`src/rtl/store_unit.sv`:
```
// Store executor: places store data into byte lanes and drives a word write port.
// Stores that straddle a word boundary are issued as two consecutive word writes.
package store_unit_pkg;
   typedef enum logic [1:0] {
      sk_sb      = 2'd0,
      sk_sh      = 2'd1,
      sk_sw      = 2'd2,
      sk_invalid = 2'd3
   } store_kind_t;
endpackage

module store_unit
   import store_unit_pkg::*;
#(
   parameter bit ALLOW_MISALIGNED = 1'b1
) (
   input  logic        clk,
   input  logic        rst,
   input  logic        req_valid,
   output logic        req_ready,
   input  store_kind_t req_kind,
   input  logic [31:0] req_addr,
   input  logic [31:0] req_data,
   output logic        mem_req,
   output logic [31:0] mem_addr,
   output logic [31:0] mem_wdata,
   output logic [3:0]  mem_wstrb,
   input  logic        mem_ack,
   output logic        resp_valid,
   output logic        resp_fault
);

   typedef enum logic [1:0] {
      S_IDLE = 2'd0,
      S_WR0  = 2'd1,
      S_WR1  = 2'd2,
      S_RESP = 2'd3
   } state_t;

   state_t      r_state;
   state_t      w_next;
   logic [63:0] r_wd64;
   logic [7:0]  r_st8;
   logic [29:0] r_word;
   logic        r_fault;

   logic [31:0] w_dmask;
   logic [3:0]  w_nmask;
   logic        w_misal;
   logic        w_bad;
   logic        w_fault;
   logic [63:0] w_wd64;
   logic [7:0]  w_st8;

   always_comb begin
      w_dmask = '0;
      w_nmask = '0;
      w_misal = 1'b0;
      w_bad   = 1'b0;
      case (req_kind)
         sk_sb: begin
            w_dmask = 32'h0000_00FF;
            w_nmask = 4'b0001;
         end
         sk_sh: begin
            w_dmask = 32'h0000_FFFF;
            w_nmask = 4'b0011;
            w_misal = req_addr[0];
         end
         sk_sw: begin
            w_dmask = '1;
            w_nmask = 4'b1111;
            w_misal = |req_addr[1:0];
         end
         default: w_bad = 1'b1;
      endcase
      // 64-bit lane image: upper half is the second word of a split store
      w_wd64  = {32'd0, req_data & w_dmask} << {req_addr[1:0], 3'b000};
      w_st8   = {4'd0, w_nmask} << req_addr[1:0];
      w_fault = w_bad | (!ALLOW_MISALIGNED && w_misal);
   end

   always_ff @(posedge clk or negedge rst) begin
      if (!rst) begin
         r_state <= S_IDLE;
         r_wd64  <= '0;
         r_st8   <= '0;
         r_word  <= '0;
         r_fault <= 1'b0;
      end else begin
         r_state <= w_next;
         if (r_state == S_IDLE && req_valid) begin
            r_wd64  <= w_wd64;
            r_st8   <= w_st8;
            r_word  <= req_addr[31:2];
            r_fault <= w_fault;
         end
      end
   end

   always_comb begin
      w_next     = r_state;
      req_ready  = 1'b0;
      mem_req    = 1'b0;
      mem_addr   = '0;
      mem_wdata  = '0;
      mem_wstrb  = '0;
      resp_valid = 1'b0;
      resp_fault = 1'b0;
      case (r_state)
         S_IDLE: begin
            req_ready = 1'b1;
            if (req_valid) w_next = w_fault ? S_RESP : S_WR0;
         end
         S_WR0: begin
            mem_req   = 1'b1;
            mem_addr  = {r_word, 2'b00};
            mem_wdata = r_wd64[31:0];
            mem_wstrb = r_st8[3:0];
            if (mem_ack) w_next = (|r_st8[7:4]) ? S_WR1 : S_RESP;
         end
         S_WR1: begin
            mem_req   = 1'b1;
            mem_addr  = {r_word + 30'd1, 2'b00};
            mem_wdata = r_wd64[63:32];
            mem_wstrb = r_st8[7:4];
            if (mem_ack) w_next = S_RESP;
         end
         S_RESP: begin
            resp_valid = 1'b1;
            resp_fault = r_fault;
            w_next     = S_IDLE;
         end
         default: w_next = S_IDLE;
      endcase
   end

endmodule

```
`config.mk`:
```
export PLATFORM = sky130hd
export DESIGN_NAME = store_unit
export DESIGN_NICKNAME = d
export VERILOG_FILES = /design/src/rtl/store_unit.sv
export SDC_FILE = /design/constraint.sdc
export NUM_CORES = 1
export LEC_CHECK = 0
export ABC_AREA = 0
export BUFFER_PORTS_ARGS = -buffer_cell sky130_fd_sc_hd__buf_2
export CAP_MARGIN = 25
export CORE_ASPECT_RATIO = 0.5
export CORE_UTILIZATION = 48
export DETAILED_ROUTE_END_ITERATION = 10
export PLACE_DENSITY = 0.88
export SKIP_CTS_REPAIR_TIMING = 1
export SYNTH_ARGS = -nofsm -noshare
export SYNTH_HDL_FRONTEND = slang
export SYNTH_SLANG_ARGS = --single-unit
```
`constraint.sdc`:
```
create_clock -name clk -period 2 [get_ports clk]
set_input_delay 0.1 -clock clk [delete_from_list [all_inputs] [get_ports clk]]
set_output_delay 0.1 -clock clk [all_outputs]
set_load 0.05 [all_outputs]
```
==> impl_metrics.toml <==
[global_routing]
grt_max_degree = 49
busiest_layer = "met2"
antenna_found_initial = 0
use_met1 = 0.385
grt_overflow = 0
grt_pass1_vias = 5257
use_met3 = 0.0547
grt_use_met2 = 0.497
grt_pass1_wl_um = 27400
grtUsageTotal = 0.295

[logic_synthesis]
synth.distinct_cells = 51
syn_inst = 554
synth_enable_flop_cells = 0
synth_most_common_cell = "dfrtp_1"
netlist_area_sq_um = 5470
syn_area_per_cell_sq_um = 9.88
synthFlopType = "dfrtp_1"
ys_top_cells_by_count = "dfrtp_1, a22o_1, nand2_1"
async_flop_share = 1.00
synth_seq_cells = 96
ys_seq_area_frac = 0.439
yosys_warnings = 0
synth_top_area_share = 0.439
yosys.area.top_type = "dfrtp_1"
synth_area_leaders = "dfrtp_1, a22o_1, mux2_2"

[floorplanning]
die_h_um = 77.5
die_w_um = 153
start_util = 0.496
rows = 27
coreArea_sq_um = 11000
dieArea_sq_um = 11900
pin_count = 142

[detailed_routing]
drt_first_pass_iters = 5
vias = 6304
wire_per_inst_um = 24.8
routed_wl_um = 22900
drtAntennaViolNets = 0
viasPerCell = 6.82
drc_errors = 0
drtIter0Drc = 659

[critical_path]
required_ns = 1.90
path_class = "flip-flop to output pin"
cp_data_arrival_time_ns = 2.36
r2r_cells = 6
regToRegStartpoint = "r_state[1]"
end_kind = "output pin"
timing.rr.end = "r_state[0]"
start_kind = "flip-flop"
reg2reg_slack_ns = 0.09
cp_max_fo = 7

[clock_network]
clkTransAtPathRegs_ns = 0.07
clk-insertion-delay-late_ns = 0.35
clockRootBuffer = "clkbuf_16"
cts.sinks = 96
clk_path_buf_depth = 2
h-tree-depth = 3
cts_made_buffers = 9
cts_tree = "yes"

[layout]
drive_gt1_frac = 0.531
final_util = 0.817
regArea_sq_um = 2400
fillers = 549
num_antenna_cells = 0
multi_input_area_sq_um = 3770
area_delta_synth_final_pct = 64.8
final_cells = 924
fin_nets = 852

[timing]
worst-slew-pin-transition_ns = 0.817
setup_viol = 55
fmax_mhz = 406
whs_ns = -0.00526
setup_tns_ns = -8.42
rsz0062_at_grt = "yes"
finalHoldViolCount = 1
worst_slack_ns = -0.465
finalClockSkew_ns = 0.00664
slew_violations = 0
min_period_ns = 2.46
period_share = 1.23
max_slew_margin = 0.454

[hold_path]
hp-start = "req_addr[27]"
holdPathEnd = "r_word[25]"
hp-class = "input pin to flip-flop"
hold_path_depth = 2

[power_and_ir_drop]
p_sw_w = 0.00784
combinationalPowerShare = 0.671
power.internal_w = 0.00820
leakagePower_nw = 4.08
powerDensity_nw_per_um2 = 1780
power_frac_clock = 0.112
p_seq_frac = 0.217
netSwitchingFraction = 0.489
vdd_drop_max_mv = 0.936

[placed_design]
portBuffers = 139
gp_congestion = 0.887
dp.cells = 865
dp_slack_ns = -0.0520
dp_hpwl_um = 12300

[outcome]
violations = "negative hold slack, negative setup slack"
status = "finished with violations"

[flow_run]
maxCapViolations = 0
-- power by group through the flow --
stage | combinational (W) | clock, W | sequential (W)
global route | 0.0112 | 0.00188 | 0.00353
global placement | 0.00774 | 0 | 0.00325
finish | 0.0108 | 0.00179 | 0.00348
detailed placement | 0.00791 | 0 | 0.00330
CTS | 0.00795 | 0.00177 | 0.00327
floorplan | 0.00553 | 0 | 0.00334
-- layout make-up --
cell class,instances,share of cell area
repair buffers,256,0.260
well taps,145,0.0201
clock inverters,4,0.00596
flip-flops and latches,96,0.267
multi-input cells,404,0.417
inverters,8,0.00333
clock buffers,11,0.0269
-- metrics by stage --
stage               total power (W)  hold slack (ns)  instance area, sq um
floorplan                   0.00887           -0.196                  5840
global placement             0.0110            0.105                  7160
detailed placement           0.0112            0.112                  7160
CTS                          0.0130           -0.260                  7460
global route                 0.0166         -0.00433                  9020
finish                       0.0160         -0.00526                  9020
-- how the worst max path moves through the flow --
stage	from	end	slack [ns]	cells past startpoint
after floorplan	r_state[0]	r_wd64[32]	-0.05	7
after global placement	r_word[0]	mem_addr[31]	-0.008	5
after detailed placement	r_word[0]	mem_addr[28]	-0.05	6
after CTS	r_word[0]	mem_addr[28]	-0.43	6
after global routing	r_word[3]	mem_addr[17]	-0.57	6
final	r_word[5]	mem_addr[17]	-0.46	6
-- cell families after synthesis --
group,after synthesis,share of synthesized area
flops,96,0.439
mux,42,0.0857
other cells,1,0.000685
compound gates,187,0.264
simple gates,162,0.149
xor+xnor,3,0.00480
buf+inv,56,0.0409
fa+ha+maj,7,0.0160
-- critical path, stage by stage (launching register included) --
cell and delay, ns:
dfrtp_1 0.40, nand3_2 0.12, or4_4 0.59, buf_6 0.18, o21ai_2 0.37, a31oi_4 0.15, buf_4 0.21
-- per-layer routing --
metal,wire (um),vias up,part of all wire
met5,0,-,0
met4,1320,0,0.058
met3,2170,138,0.095
met2,10900,474,0.48
met1,8540,3095,0.37
li1,-,2597,-
-- state kept, by name (all words and copies together), names as in the netlist --
name	cells
r_state	2
r_wd64	56
r_st8	7
r_fault	1
r_word	30
-- layout by cell type, fill, tap and decap left out, types with 14 or more instances in the layout --
master | netlist | layout
a21oi_1 | 15 | 14
a221o_1 | 17 | 17
a22o_1 | 54 | 26
a22o_4 | 0 | 27
and3_1 | 15 | 14
buf_2 | 4 | 76
buf_4 | 2 | 75
buf_6 | 0 | 39
buf_8 | 0 | 31
dfrtp_1 | 96 | 94
dlygate4sd3_1 | 0 | 20
mux2_2 | 39 | 39
nand2_1 | 54 | 46
nor2_1 | 29 | 27
o21ai_0 | 28 | 14
No activity file was read; power rests on OpenSTA's default activity.
